### src/rtl/rv_pkg.sv
// Shared constants and helpers for the operand fetch stage.
// Optional build macro used by operand_fetch_stage: OPERAND_BYPASS_EN.
package rv_pkg;

    localparam int XLEN     = 32;
    localparam int NUM_REGS = 32;
    localparam int REG_AW   = 5;

    // Bit positions of the register fields inside a raw 32-bit instruction
    localparam int RS1_LSB = 15;
    localparam int RS2_LSB = 20;
    localparam int RD_LSB  = 7;

    typedef logic [REG_AW-1:0] reg_addr_t;

    localparam reg_addr_t REG_ZERO = 5'd0;

    // Extract a 5-bit register index starting at lsb
    function automatic reg_addr_t reg_field(input logic [31:0] instr, input int unsigned lsb);
        return instr[lsb +: REG_AW];
    endfunction

endpackage

### src/rtl/operand_fetch_stage_if.sv
// Decoder-side and execute-side handshake bundle of the operand fetch stage.
// The stage itself connects through the slave modport; its environment uses master.
interface operand_fetch_stage_if #(
    parameter int XLEN = rv_pkg::XLEN
);
    // Upstream (decoder -> stage)
    logic            i_valid;
    logic            o_ready;
    logic [XLEN-1:0] i_pc;
    logic [31:0]     i_instr;
    logic            i_uses_rs1;
    logic            i_uses_rs2;
    logic            i_writes_rd;

    // Downstream (stage -> execute)
    logic            o_valid;
    logic            i_ready;
    logic [XLEN-1:0] o_pc;
    logic [31:0]     o_instr;
    logic [XLEN-1:0] o_rs1_data;
    logic [XLEN-1:0] o_rs2_data;
    logic [4:0]      o_rd_addr;
    logic            o_rd_wren;

    modport slave (
        input  i_valid, i_pc, i_instr, i_uses_rs1, i_uses_rs2, i_writes_rd, i_ready,
        output o_ready, o_valid, o_pc, o_instr, o_rs1_data, o_rs2_data, o_rd_addr, o_rd_wren
    );

    modport master (
        output i_valid, i_pc, i_instr, i_uses_rs1, i_uses_rs2, i_writes_rd, i_ready,
        input  o_ready, o_valid, o_pc, o_instr, o_rs1_data, o_rs2_data, o_rd_addr, o_rd_wren
    );

endinterface

### src/rtl/reg_scoreboard.sv
// Busy-bit scoreboard for the 32 architectural registers.
// Priority per index: flush-clear > set > writeback-clear; x0 is never busy.
module reg_scoreboard
    import rv_pkg::*;
(
    input  logic                i_clk,
    input  logic                i_reset,
    input  logic                i_set_en,
    input  reg_addr_t           i_set_addr,
    input  logic                i_clr_en,
    input  reg_addr_t           i_clr_addr,
    input  logic                i_flush_clr_en,
    input  reg_addr_t           i_flush_clr_addr,
    output logic [NUM_REGS-1:0] o_busy
);

    logic [NUM_REGS-1:0] busy_d;
    logic [NUM_REGS-1:0] busy_q;

    // Next busy vector: later assignments override earlier ones, encoding the priority order
    always_comb begin
        // NOTE: every always_comb output gets a default first so no path leaves it unassigned (no latch).
        busy_d = busy_q;
        if (i_clr_en) begin
            busy_d[i_clr_addr] = 1'b0;
        end
        if (i_set_en) begin
            busy_d[i_set_addr] = 1'b1;
        end
        if (i_flush_clr_en) begin
            busy_d[i_flush_clr_addr] = 1'b0;
        end
        busy_d[REG_ZERO] = 1'b0;
    end

    // Busy register with synchronous reset
    always_ff @(posedge i_clk) begin
        // NOTE: the busy vector is a flop bank (not a RAM), so it is reset; state uses <= only.
        if (i_reset) begin
            busy_q <= '0;
        end else begin
            busy_q <= busy_d;
        end
    end

    assign o_busy = busy_q;

endmodule

### src/rtl/operand_fetch_stage.sv
// Decode-to-execute operand fetch stage: regfile read addressing, RAW/WAW
// hazard stall via a busy scoreboard, writeback snooping and the ID/EX register.
// Build macro: OPERAND_BYPASS_EN forwards a same-cycle writeback into the
// operand capture instead of stalling one extra cycle.
module operand_fetch_stage
    import rv_pkg::*;
#(
    parameter int XLEN = rv_pkg::XLEN
)
(
    input  logic                  i_clk,
    input  logic                  i_reset,
    operand_fetch_stage_if.slave  bus,
    output reg_addr_t             o_rs1_addr,
    output reg_addr_t             o_rs2_addr,
    input  logic [XLEN-1:0]       i_rs1_data,
    input  logic [XLEN-1:0]       i_rs2_data,
    input  reg_addr_t             i_wb_rd_addr,
    input  logic [XLEN-1:0]       i_wb_rd_data,
    input  logic                  i_wb_rd_wren,
    input  logic                  i_flush
);

    reg_addr_t           rs1;
    reg_addr_t           rs2;
    reg_addr_t           rd;
    logic [NUM_REGS-1:0] busy;

    logic byp_rs1;
    logic byp_rs2;
    logic hz_rs1;
    logic hz_rs2;
    logic waw;
    logic slot_free;
    logic ready;
    logic capture;
    logic dequeue;
    logic rd_wren_new;

    logic [XLEN-1:0] rs1_op;
    logic [XLEN-1:0] rs2_op;

    // ID/EX register
    logic            valid_d,    valid_q;
    logic [XLEN-1:0] pc_d,       pc_q;
    logic [31:0]     instr_d,    instr_q;
    logic [XLEN-1:0] rs1_data_d, rs1_data_q;
    logic [XLEN-1:0] rs2_data_d, rs2_data_q;
    reg_addr_t       rd_addr_d,  rd_addr_q;
    logic            rd_wren_d,  rd_wren_q;

    assign rs1 = reg_field(bus.i_instr, RS1_LSB);
    assign rs2 = reg_field(bus.i_instr, RS2_LSB);
    assign rd  = reg_field(bus.i_instr, RD_LSB);

    assign o_rs1_addr = rs1;
    assign o_rs2_addr = rs2;

`ifdef OPERAND_BYPASS_EN
    assign byp_rs1 = i_wb_rd_wren && (i_wb_rd_addr == rs1) && (rs1 != REG_ZERO);
    assign byp_rs2 = i_wb_rd_wren && (i_wb_rd_addr == rs2) && (rs2 != REG_ZERO);
`else
    // Without forwarding the stage waits for the regfile to hold the written value
    assign byp_rs1 = 1'b0;
    assign byp_rs2 = 1'b0;
`endif

    assign hz_rs1 = bus.i_uses_rs1 && (rs1 != REG_ZERO) && busy[rs1] && !byp_rs1;
    assign hz_rs2 = bus.i_uses_rs2 && (rs2 != REG_ZERO) && busy[rs2] && !byp_rs2;
    assign waw    = bus.i_writes_rd && (rd != REG_ZERO) && busy[rd];

    assign slot_free = !valid_q || bus.i_ready;
    assign ready     = !i_reset && !i_flush && slot_free && !hz_rs1 && !hz_rs2 && !waw;
    assign capture   = bus.i_valid && ready;
    assign dequeue   = valid_q && bus.i_ready;

    assign rd_wren_new = bus.i_writes_rd && (rd != REG_ZERO);

    assign rs1_op = byp_rs1 ? i_wb_rd_data : i_rs1_data;
    assign rs2_op = byp_rs2 ? i_wb_rd_data : i_rs2_data;

    // ID/EX next state: flush beats capture, capture beats a plain dequeue; otherwise hold
    always_comb begin
        valid_d    = valid_q;
        pc_d       = pc_q;
        instr_d    = instr_q;
        rs1_data_d = rs1_data_q;
        rs2_data_d = rs2_data_q;
        rd_addr_d  = rd_addr_q;
        rd_wren_d  = rd_wren_q;
        if (i_flush) begin
            valid_d = 1'b0;
        end else if (capture) begin
            valid_d    = 1'b1;
            pc_d       = bus.i_pc;
            instr_d    = bus.i_instr;
            rs1_data_d = rs1_op;
            rs2_data_d = rs2_op;
            rd_addr_d  = rd;
            rd_wren_d  = rd_wren_new;
        end else if (dequeue) begin
            valid_d = 1'b0;
        end
    end

    // ID/EX register with synchronous reset
    always_ff @(posedge i_clk) begin
        if (i_reset) begin
            valid_q    <= 1'b0;
            pc_q       <= '0;
            instr_q    <= '0;
            rs1_data_q <= '0;
            rs2_data_q <= '0;
            rd_addr_q  <= REG_ZERO;
            rd_wren_q  <= 1'b0;
        end else begin
            valid_q    <= valid_d;
            pc_q       <= pc_d;
            instr_q    <= instr_d;
            rs1_data_q <= rs1_data_d;
            rs2_data_q <= rs2_data_d;
            rd_addr_q  <= rd_addr_d;
            rd_wren_q  <= rd_wren_d;
        end
    end

    // A flushed instruction never writes back, so its busy bit is released here
    reg_scoreboard u_sb (
        .i_clk            (i_clk),
        .i_reset          (i_reset),
        .i_set_en         (capture && rd_wren_new),
        .i_set_addr       (rd),
        .i_clr_en         (i_wb_rd_wren),
        .i_clr_addr       (i_wb_rd_addr),
        .i_flush_clr_en   (i_flush && valid_q && rd_wren_q),
        .i_flush_clr_addr (rd_addr_q),
        .o_busy           (busy)
    );

    assign bus.o_ready    = ready;
    assign bus.o_valid    = valid_q;
    assign bus.o_pc       = pc_q;
    assign bus.o_instr    = instr_q;
    assign bus.o_rs1_data = rs1_data_q;
    assign bus.o_rs2_data = rs2_data_q;
    assign bus.o_rd_addr  = rd_addr_q;
    assign bus.o_rd_wren  = rd_wren_q;

endmodule

### src/flat_wrapper.sv
// flat-port wrapper written by rule: the top's interface ports become plain ports
module operand_fetch_stage_flat import rv_pkg::*;
#(
    parameter int XLEN = rv_pkg::XLEN
)
  (i_clk, i_reset, o_rs1_addr, o_rs2_addr, i_rs1_data, i_rs2_data, i_wb_rd_addr, i_wb_rd_data, i_wb_rd_wren, i_flush, bus_i_valid, bus_i_pc, bus_i_instr, bus_i_uses_rs1, bus_i_uses_rs2, bus_i_writes_rd, bus_i_ready, bus_o_ready, bus_o_valid, bus_o_pc, bus_o_instr, bus_o_rs1_data, bus_o_rs2_data, bus_o_rd_addr, bus_o_rd_wren);
  operand_fetch_stage_if #(.XLEN(XLEN)) bus_i ();
  input  logic i_clk;
  input  logic i_reset;
  output reg_addr_t o_rs1_addr;
  output reg_addr_t o_rs2_addr;
  input  logic [XLEN-1:0] i_rs1_data;
  input  logic [XLEN-1:0] i_rs2_data;
  input  reg_addr_t i_wb_rd_addr;
  input  logic [XLEN-1:0] i_wb_rd_data;
  input  logic i_wb_rd_wren;
  input  logic i_flush;
  input wire logic [$bits(bus_i.i_valid)-1:0] bus_i_valid;
  input wire logic [$bits(bus_i.i_pc)-1:0] bus_i_pc;
  input wire logic [$bits(bus_i.i_instr)-1:0] bus_i_instr;
  input wire logic [$bits(bus_i.i_uses_rs1)-1:0] bus_i_uses_rs1;
  input wire logic [$bits(bus_i.i_uses_rs2)-1:0] bus_i_uses_rs2;
  input wire logic [$bits(bus_i.i_writes_rd)-1:0] bus_i_writes_rd;
  input wire logic [$bits(bus_i.i_ready)-1:0] bus_i_ready;
  output wire logic [$bits(bus_i.o_ready)-1:0] bus_o_ready;
  output wire logic [$bits(bus_i.o_valid)-1:0] bus_o_valid;
  output wire logic [$bits(bus_i.o_pc)-1:0] bus_o_pc;
  output wire logic [$bits(bus_i.o_instr)-1:0] bus_o_instr;
  output wire logic [$bits(bus_i.o_rs1_data)-1:0] bus_o_rs1_data;
  output wire logic [$bits(bus_i.o_rs2_data)-1:0] bus_o_rs2_data;
  output wire logic [$bits(bus_i.o_rd_addr)-1:0] bus_o_rd_addr;
  output wire logic [$bits(bus_i.o_rd_wren)-1:0] bus_o_rd_wren;
  assign bus_i.i_valid = bus_i_valid;
  assign bus_i.i_pc = bus_i_pc;
  assign bus_i.i_instr = bus_i_instr;
  assign bus_i.i_uses_rs1 = bus_i_uses_rs1;
  assign bus_i.i_uses_rs2 = bus_i_uses_rs2;
  assign bus_i.i_writes_rd = bus_i_writes_rd;
  assign bus_i.i_ready = bus_i_ready;
  assign bus_o_ready = bus_i.o_ready;
  assign bus_o_valid = bus_i.o_valid;
  assign bus_o_pc = bus_i.o_pc;
  assign bus_o_instr = bus_i.o_instr;
  assign bus_o_rs1_data = bus_i.o_rs1_data;
  assign bus_o_rs2_data = bus_i.o_rs2_data;
  assign bus_o_rd_addr = bus_i.o_rd_addr;
  assign bus_o_rd_wren = bus_i.o_rd_wren;
  operand_fetch_stage #(.XLEN(XLEN)) u_core (.i_clk(i_clk), .i_reset(i_reset), .bus(bus_i), .o_rs1_addr(o_rs1_addr), .o_rs2_addr(o_rs2_addr), .i_rs1_data(i_rs1_data), .i_rs2_data(i_rs2_data), .i_wb_rd_addr(i_wb_rd_addr), .i_wb_rd_data(i_wb_rd_data), .i_wb_rd_wren(i_wb_rd_wren), .i_flush(i_flush));
endmodule
### config.mk
export PLATFORM = sky130hd
export DESIGN_NAME = operand_fetch_stage_flat
export DESIGN_NICKNAME = d
export VERILOG_FILES = /design/src/rtl/rv_pkg.sv /design/src/rtl/operand_fetch_stage_if.sv /design/src/rtl/reg_scoreboard.sv /design/src/rtl/operand_fetch_stage.sv /design/src/flat_wrapper.sv
export SDC_FILE = /design/constraint.sdc
export NUM_CORES = 1
export LEC_CHECK = 0
export BUFFER_PORTS_ARGS = -buffer_cell sky130_fd_sc_hd__buf_2
export CORE_ASPECT_RATIO = 0.8
export CORE_UTILIZATION = 45
export CTS_BUF_LIST = sky130_fd_sc_hd__clkbuf_4 sky130_fd_sc_hd__clkbuf_8 sky130_fd_sc_hd__clkbuf_16
export DETAILED_ROUTE_END_ITERATION = 8
export GPL_ROUTABILITY_DRIVEN = 0
export PLACE_DENSITY = 0.89
export SETUP_SLACK_MARGIN = 0.15
export SLEW_MARGIN = 0
export SYNTH_ARGS = -nofsm -noshare
export SYNTH_HDL_FRONTEND = slang
export SYNTH_HIERARCHICAL = 1
export SYNTH_SLANG_ARGS = --single-unit
### constraint.sdc
create_clock -name i_clk -period 3.3 [get_ports i_clk]
set_clock_uncertainty 0.15 [all_clocks]
set_input_delay 0.66 -clock i_clk [delete_from_list [all_inputs] [get_ports i_clk]]
set_output_delay 0.66 -clock i_clk [all_outputs]
set_load 0.005 [all_outputs]
# [After elaboration in Yosys (flattened, before gate mapping)]
# Index checks and enable logic that the tools add are counted.
[word_totals] register_bits=167 input_bits=174 out_inout_bits=146
[classes] order_cmp=8 n_mux=17 n_bitwise=6 n_reduce_logical=32
[ops] cell="$mux 32" n=3
[ops] cell="$and 32x32->32" n=2
[ops] cell="$not 32->32" n=2
[ops] cell="$or 32x32->32" n=1
[ops] cell="$lt 5x6->1 const B" n=5
[ops] cell="$logic_and 1x1->1" n=19
[ops] cell="$bmux 1 s5" n=3
[ops] cell="$demux 1 s5" n=3
[ops] cell="$ge 5x1->1 const B" n=3
[ops] cell="$reduce_bool 5->1" n=3
[ops] cell="$mux 1" n=8
[ops] cell="$logic_not 1->1" n=6
[ops] cell="$reduce_and 2->1" n=1
[ops] cell="$reduce_bool 2->1" n=1
[ops] cell="$reduce_or 2->1" n=1
[ops] cell="$logic_or 1x1->1" n=1
[ops] cell="$not 1->1" n=1

# [Longest topological paths before layout]
# Gate-level depths: netlist of run 1.
[depth] word_depth=12 mapped_depth=12 mapped_depth_nobuf=9

# [By module]
# The synthesis of run 1 kept the hierarchy.
[by_module_without_submodules] module="operand_fetch_stage" instances=1 cells_per_inst=651 area_per_inst_um2=6722.7
[by_module_without_submodules] module="reg_scoreboard" instances=1 cells_per_inst=176 area_per_inst_um2=1507.7

# [Worst setup path after synthesis of run 1]
# Ideal clock, no wire load.
[synth_timing] kind="input to register" from="input port bus_i_instr[7]" to="register u_core.u_sb.busy_q[3] (netlist: u_core/u_sb/o_busy[3])" setup_ps=95 t_arrival_ps=3221 t_required_ps=3055 path_slack_ps=-166 cell_stages=12 n_path_buf=3 cell_sequence="buf_2 mux4_2 nand2_1 a21oi_1 o311ai_1 nand4_1 buf_4 buf_4 nor2_1 nor4b_2 nand2_1 a221oi_1"
[synth_between] elab_chain_len=10 elab_cells_between_ends=18
[synth_lines] element="from (decl)" line_no="flat_wrapper.sv:20" source="input wire logic [$bits(bus_i.i_instr)-1:0] bus_i_instr;"
[synth_lines] element="branches (longest 7 deep; another with $lt 5x6->1)"
[synth_lines] element="$mux 32 *" line_no="reg_scoreboard.sv:27" source="if (i_set_en) begin"
[synth_lines] element="$and 32x32->32 (no line)"
[synth_lines] element="$mux 32 *" line_no="reg_scoreboard.sv:30" source="if (i_flush_clr_en) begin"
[synth_lines] element="to (signal assigned)" line_no="reg_scoreboard.sv:42" source="busy_q <= busy_d;"
[synth_lines] element="to (decl)" line_no="reg_scoreboard.sv:18" source="logic [NUM_REGS-1:0] busy_q;"
# Mark *: on every way between the ends. The select of a mux whose other input is x is not followed.
# A chain may end at the register's enable or synchronous reset.

# [Worst setup path after layout of run 1]
[layout_timing] from="input port bus_i_instr[16]" to="output port bus_o_ready"
[layout_between] elab_chain_len=7 elab_cells_between_ends=9
[layout_lines] element="$bmux 1 s5 or $reduce_bool 5->1 (tied branches)" line_no="operand_fetch_stage.sv:68" source="assign hz_rs1 = bus.i_uses_rs1 && (rs1 != REG_ZERO) && busy[rs1] && !byp_rs1;"
[layout_lines] element="$mux 1 (implied by the code) or $logic_and 1x1->1 (tied branches)" line_no="operand_fetch_stage.sv:68"
[layout_lines] element="$logic_and 1x1->1 *" line_no="operand_fetch_stage.sv:68"
[layout_lines] element="$logic_not 1->1 *" line_no="operand_fetch_stage.sv:73" source="assign ready = !i_reset && !i_flush && slot_free && !hz_rs1 && !hz_rs2 && !waw;"
[layout_lines] element="$logic_and 1x1->1 * (3 in series)" line_no="operand_fetch_stage.sv:73"
[layout_lines] element="to (decl)" line_no="flat_wrapper.sv:25" source="output wire logic [$bits(bus_i.o_ready)-1:0] bus_o_ready;"
# Mark *: on every way between the ends. The rest lies on a longest branch, timed or not. The select of a mux whose other input is x is not followed.

==> impl_metrics.py, run 1 <==
metrics = {
    "finish": {
        "drive_gt1_frac": 0.342,
        "design_area_um2": 10400,
        "area_growth_pct": 25.9,
        "layout.nets": 1256,
    },
    "timing": {
        "timing.final.ws_setup_ns": 0.269,
        "hold_violations": 0,
        "grt_setup_unrepaired": "false",
        "fmax_mhz": 330,
        "hold_ws_ns": 0.320,
        "fin_crit_sh": 0.918,
        "tightest_slew_ns": 0.923,
        "setup_viol": 0,
        "min_period_ns": 3.03,
        "relSlewSlack": 0.384,
        "maxSlewViolCount": 0,
    },
    "logic_synthesis": {
        "netlist.area_leader.share": 0.392,
        "ys_types": 37,
        "syn_area_per_cell_um2": 9.95,
        "synth_xor_area_frac": 0,
        "yosys-top-cells-area": "dfxtp_1, nand2b_1, mux2i_1, mux4_2, a221oi_1",
        "synth_top_family_by_area": "simple AND/OR/NAND/NOR gates",
        "synth-edff-count": 0,
        "seq_area_frac_synth": 0.392,
        "synth_fp_nets": 1001,
        "synth_top_area_cell": "dfxtp_1",
        "async_flop_share": 0,
        "synthSimpleGateAreaFrac": 0.257,
        "synth_most_common_cell": "nand2b_1",
        "synthMuxAreaShare": 0.236,
        "synthAdderAreaFrac": 0,
        "synth-seq-cells": 161,
        "yosysWarnings": 6,
        "synthesis.instances": 827,
        "synth_common_cells": "nand2b_1, dfxtp_1, mux2i_1, nand2_1, clkbuf_1",
        "synth_compound_area_frac": 0.0619,
        "synth_ff_type": "dfxtp_1",
        "syn_area_um2": 8230,
    },
    "pwr": {
        "internal-power_mw": 3.37,
        "swShare": 0.245,
        "clockPowerShare": 0.437,
        "p_switching_mw": 1.09,
        "power_density_nw_per_um2": 431,
        "seq_power_share": 0.452,
        "p_leak_nw": 5.16,
        "p_comb_frac": 0.111,
        "vdd_drop_max_uv": 274,
    },
    "clocking": {
        "cts.reportedPaths.clkPinSlew_ns": 0.07,
        "clk-insertion-delay-late_ns": 0.41,
        "cts_root_buf": "clkbuf_16",
        "cts-hold-fix-buffers": 0,
        "clock_sinks": 161,
        "post_cts_buffers": 0,
        "cts_resized": 0,
        "cts_tree": "yes",
        "cts_max_path_buffers": 2,
        "htreeDepth": 4,
        "cts_buffers": 17,
    },
    "placed_design": {
        "place_hpwl_mm": 15.7,
        "place_area_um2": 9750,
        "io_buffers": 287,
        "place_ws_ns": -0.144,
    },
    "critical_path": {
        "cp-end-kind": "output pin",
        "worstPathCellList": "clkbuf_4 -> mux4_2 -> mux2i_1 -> a31oi_1 -> a31oi_1 -> and3_1 -> buf_2",
        "cp.arrival_ns": 2.22,
        "cpPeakStageDelay_ns": 0.52,
        "startpoint_type": "input port",
        "cpMaxStageDelayCell": "mux4_2",
        "path_buf_inv": 2,
        "cp_data_required_time_ns": 2.49,
        "worstSetupPathType": "in2out",
        "cp_max_fo": 9,
        "worst_path_most_repeated_cell": "a31oi_1",
        "cp_top_family": "multiplexers",
    },
    "floorplan": {
        "die_y_um": 123,
        "die_x_um": 153,
        "row_count": 43,
        "fp.coreArea_um2": 17600,
        "die_area_um2": 18800,
        "io_pins": 320,
        "start_util": 0.468,
    },
    "global_route": {
        "grt_pass1_vias": 6602,
        "grt_max_degree": 289,
        "antenna_found_initial": 1,
        "grt_pass1_wl_mm": 33.1,
        "grtUsageTotal": 0.223,
        "overflow": 0,
    },
    "routing": {
        "drt-initial-drc-count": 848,
        "viasPerCell": 5.34,
        "firstDrtPassIters": 5,
        "ant_nets": 0,
        "drc": 0,
        "routedWlPerCell_um": 16.6,
        "vias": 7045,
        "postRouteWirelength_mm": 21.9,
    },
    "run": {
        "cap_violations": 0,
    },
    "hold_path": {
        "hp-class": "reg2reg",
    },
    "outcome": {
        "status": "complete, no violations",
    },
}
==> layer usage <==
layer	up-vias	track usage	wire length, µm
li1	3351	-	-
met5	-	0	0
met3	37	0.0785	2260
met2	387	0.369	10500
met4	0	0.0859	410
met1	3270	0.267	8720
==> power by group through the flow <==
stage               Clock [mW]  Sequential [mW]  Combinational [mW]
global placement             0             2.06               0.481
detailed placement           0             2.06               0.492
CTS                       2.00             2.02               0.494
global route              2.09             2.02               0.538
floorplan                    0             2.06               0.285
finish                    1.95             2.02               0.497
==> flip-flops by register name (all words and copies together), names as in the netlist <==
name	cells
u_core/bus.o_instr	32
u_core/bus.o_pc	32
u_core/u_sb/o_busy	31
u_core/bus.o_valid	1
u_core/bus.o_rs1_data	32
u_core/bus.o_rd_wren	1
u_core/bus.o_rs2_data	32
==> through the flow <==
step	power (mW)	instances	utilization	TNS, ns
floorplan	2.35	827	-	0
global placement	2.54	1288	0.554	-2.57
detailed placement	2.55	1288	0.554	-5.75
CTS	4.52	1319	0.588	0
global route	4.65	1320	0.589	0
finish	4.46	1320	0.589	0
==> cell families (layout without fill, tap and decap cells) <==
group | count (synthesis) | after routing
and+or+nand+nor | 347 | 347
other | 1 | 2
AOI/OAI and AO/OA | 75 | 75
DFF | 161 | 161
buffers and inverters | 79 | 346
muxes | 164 | 164
==> area by class of cell <==
class	count	area, µm²
Clock buffer	17	425
Inverter	5	18.8
Multi-Input combinational cell	587	4600
Fill cell	1495	7230
Timing Repair Buffer	310	1650
Tap cell	225	282
Antenna cell	1	2.50
Sequential cell	161	3220
Clock inverter	14	158
==> cell usage in the layout (no fill, tap or decap), types with 2 or more instances in the layout <==
master | netlist | final
mux2i_1 | 140 | 140
and4b_1 | 3 | 3
nand3_1 | 3 | 3
buf_2 | 11 | 283
and4bb_2 | 3 | 3
nand4b_1 | 3 | 3
inv_1 | 5 | 5
mux4_2 | 24 | 24
nand4bb_1 | 3 | 3
nand2b_1 | 263 | 263
buf_4 | 18 | 22
nor2b_1 | 4 | 4
and2_1 | 2 | 2
clkinv_4 | 0 | 2
or4_1 | 3 | 3
nand4_1 | 2 | 2
clkbuf_4 | 0 | 2
nor2_1 | 13 | 12
o21ai_0 | 32 | 30
bufinv_16 | 0 | 2
o21ai_1 | 3 | 4
clkbuf_16 | 0 | 17
nor3_1 | 2 | 2
dfxtp_1 | 161 | 161
inv_6 | 0 | 3
and3_1 | 2 | 2
a31oi_1 | 4 | 4
buf_12 | 0 | 2
a221oi_1 | 31 | 30
clkinvlp_4 | 0 | 5
nand2_1 | 37 | 37
==> worst reg2reg max path: stages (launching register included) <==
cell and delay, ns:
dfxtp_1 0.36, mux4_2 0.48, mux2i_1 0.21, a31oi_1 0.12, a31oi_1 0.23, nand4_1 0.22, nor2_4 0.27, and4bb_2 0.32
nand2_1 0.08, a221oi_1 0.31
==> path summary, 6_finish.rpt <==
| path | from | end | slack [ns] | cells past startpoint |
|---|---|---|---|---|
| max reg2reg | u_core/u_sb/o_busy[15] | u_core/u_sb/o_busy[11] | 0.46 | 9 |
| max | bus_i_instr[16] | bus_o_ready | 0.27 | 7 |
| min reg2reg | u_core/bus.o_rs1_data[21] | u_core/bus.o_rs1_data[21] | 0.32 | 2 |
| min | u_core/bus.o_rs1_data[21] | u_core/bus.o_rs1_data[21] | 0.32 | 2 |
No activity file was read; power rests on OpenSTA's default activity.
==> run 2: changes to the inputs <==
- BUFFER_PORTS_ARGS: -buffer_cell sky130_fd_sc_hd__buf_2 -> -buffer_cell sky130_fd_sc_hd__buf_4
==> run 2 against run 1 <==
Against the previous run: worst hold slack better by 0.0056 ns; core utilization grew 3.7 points; wire length is 3.8% higher; clock-buffer cell count is 1 higher; maximum frequency fell by 0.91%; combinational power grew 13%; cell count fell by 0.91%; register-to-register slack lost 0.14 ns; first-iteration DRC count is 25% lower; cell area rose by 6.3%; critical endpoint unchanged.
==> impl_metrics.py, run 2 (same netlist as run 1, synthesis figures left out) <==
metrics = {
    "outcome": {
        "status": "complete, no violations",
    },
    "critical_path": {
        "cp_max_fo": 8,
        "timing.rr.start": "u_core/u_sb/o_busy[3]",
        "crit_cells": 8,
        "r2r_cells": 9,
        "cp-end-kind": "output pin",
        "path_buf_inv": 3,
        "r2r_slack_ns": 0.32,
        "cp_top_family": "multiplexers",
        "cp.arrival_ns": 2.25,
        "r2r_end": "u_core/bus.o_pc[24]",
        "worstPathCellList": "buf_4 -> buf_4 -> mux4_2 -> mux2i_2 -> nand3_1 -> o311ai_1 -> and3_1 -> buf_4",
        "cp_data_required_time_ns": 2.49,
        "worstSetupPathType": "in2out",
        "cpMaxStageDelayCell": "mux4_2",
        "cpPeakStageDelay_ns": 0.51,
        "worst_path_most_repeated_cell": "buf_4",
        "startpoint_type": "input port",
    },
    "pwr": {
        "clockPowerShare": 0.433,
        "p_leak_nw": 5.23,
        "power_mw": 4.56,
        "p_comb_frac": 0.124,
        "internal-power_mw": 3.45,
        "power_density_nw_per_um2": 414,
        "swShare": 0.243,
        "p_switching_mw": 1.11,
        "vdd_drop_max_uv": 316,
        "seq_power_share": 0.443,
    },
    "clocking": {
        "clock_sinks": 161,
        "cts.reportedPaths.clkPinSlew_ns": 0.06,
        "htreeDepth": 4,
        "cts_max_path_buffers": 2,
        "cts_buffers": 17,
        "cts_root_buf": "clkbuf_16",
        "clk-insertion-delay-late_ns": 0.41,
        "cts-hold-fix-buffers": 0,
        "cts_tree": "yes",
    },
    "finish": {
        "design_area_um2": 11000,
        "final_cell_mix": "buf_4, nand2b_1, dfxtp_1",
        "area_growth_pct": 33.8,
        "drive_gt1_frac": 0.340,
        "final_cell_count_no_fill": 1308,
        "antennaDiodeCount": 0,
        "layout.nets": 1244,
        "post-route-util": 0.626,
        "final_common_cell": "buf_4",
    },
    "global_route": {
        "grt_max_degree": 289,
        "grtUsageTotal": 0.229,
        "antenna_found_initial": 0,
        "grt_pass1_wl_mm": 33.9,
        "grt_pass1_vias": 6604,
        "overflow": 0,
    },
    "timing": {
        "grt_setup_unrepaired": "true",
        "hold_ws_ns": 0.326,
        "tns_ns": 0,
        "maxSlewViolCount": 0,
        "fin_crit_sh": 0.927,
        "hold_violations": 0,
        "setup_viol": 0,
        "fmax_mhz": 327,
        "timing.final.ws_setup_ns": 0.242,
        "tightest_slew_ns": 0.966,
        "relSlewSlack": 0.356,
        "min_period_ns": 3.06,
    },
    "placed_design": {
        "place_hpwl_mm": 15.9,
        "placedCellCount": 1275,
        "place_ws_ns": -0.114,
        "place_area_um2": 10400,
        "io_buffers": 287,
    },
    "floorplan": {
        "io_pins": 320,
        "start_util": 0.468,
        "row_count": 43,
        "fp.coreArea_um2": 17600,
        "die_y_um": 123,
        "die_area_um2": 18800,
        "die_x_um": 153,
    },
    "run": {
        "cap_violations": 0,
    },
    "hold_path": {
        "hp-class": "reg2reg",
        "min_from": "u_core/bus.o_rs2_data[10]",
        "whs_path_depth": 2,
        "whs_endpoint": "u_core/bus.o_rs2_data[10]",
    },
    "routing": {
        "postRouteWirelength_mm": 22.7,
        "drc": 0,
        "viasPerCell": 5.39,
        "ant_nets": 0,
        "drt-initial-drc-count": 632,
        "routedWlPerCell_um": 17.3,
        "vias": 7053,
        "firstDrtPassIters": 8,
    },
}
## run 2: worst max-delay path by stage
stage	startpoint	endpoint
global placement	bus_i_instr[8]	u_core/u_sb/o_busy[9]
global route	bus_i_instr[7]	u_core/u_sb/o_busy[24]
floorplan	bus_i_instr[15]	u_core/u_sb/o_busy[8]
detailed placement	bus_i_instr[7]	u_core/u_sb/o_busy[8]
finish	bus_i_instr[7]	bus_o_ready
CTS	bus_i_instr[7]	bus_o_ready
## run 2: repair_timing
action	CTS	global route
setup endpoints to repair	0	28
resized for setup	0	7
buffers inserted	0	1
## run 2: worst reg2reg max path: stages, from the launching register on
cell and delay (ns):
dfxtp_1 0.38, mux4_2 0.49, nand2_1 0.08, a21oi_1 0.07
o311ai_1 0.40, nand4_1 0.29, buf_4 0.22, buf_4 0.20
buf_12 0.26, mux2i_1 0.30
## run 2: area by class of cell
class / instances / area, µm²
Multi-Input combinational cell: 587 / 4630
Sequential cell: 161 / 3220
Inverter: 5 / 18.8
Clock buffer: 18 / 433
Fill cell: 1426 / 6580
Timing Repair Buffer: 298 / 2280
Clock inverter: 14 / 155
Tap cell: 225 / 282
## run 2: power groups by stage
stage                     Combinational (mW)  Clock (mW)  Sequential [mW]
after floorplan                        0.285           0             2.06
after global routing                   0.603        2.10             2.02
after detailed placement               0.558           0             2.06
final                                  0.563        1.97             2.02
after CTS                              0.561        2.01             2.02
after global placement                 0.548           0             2.06
## run 2: layer usage
metal	share of wire	up-vias	track usage
li1	-	3339	-
met4	0.025	0	0.100
met1	0.40	3256	0.274
met3	0.11	52	0.0827
met2	0.47	406	0.374
met5	0	-	0
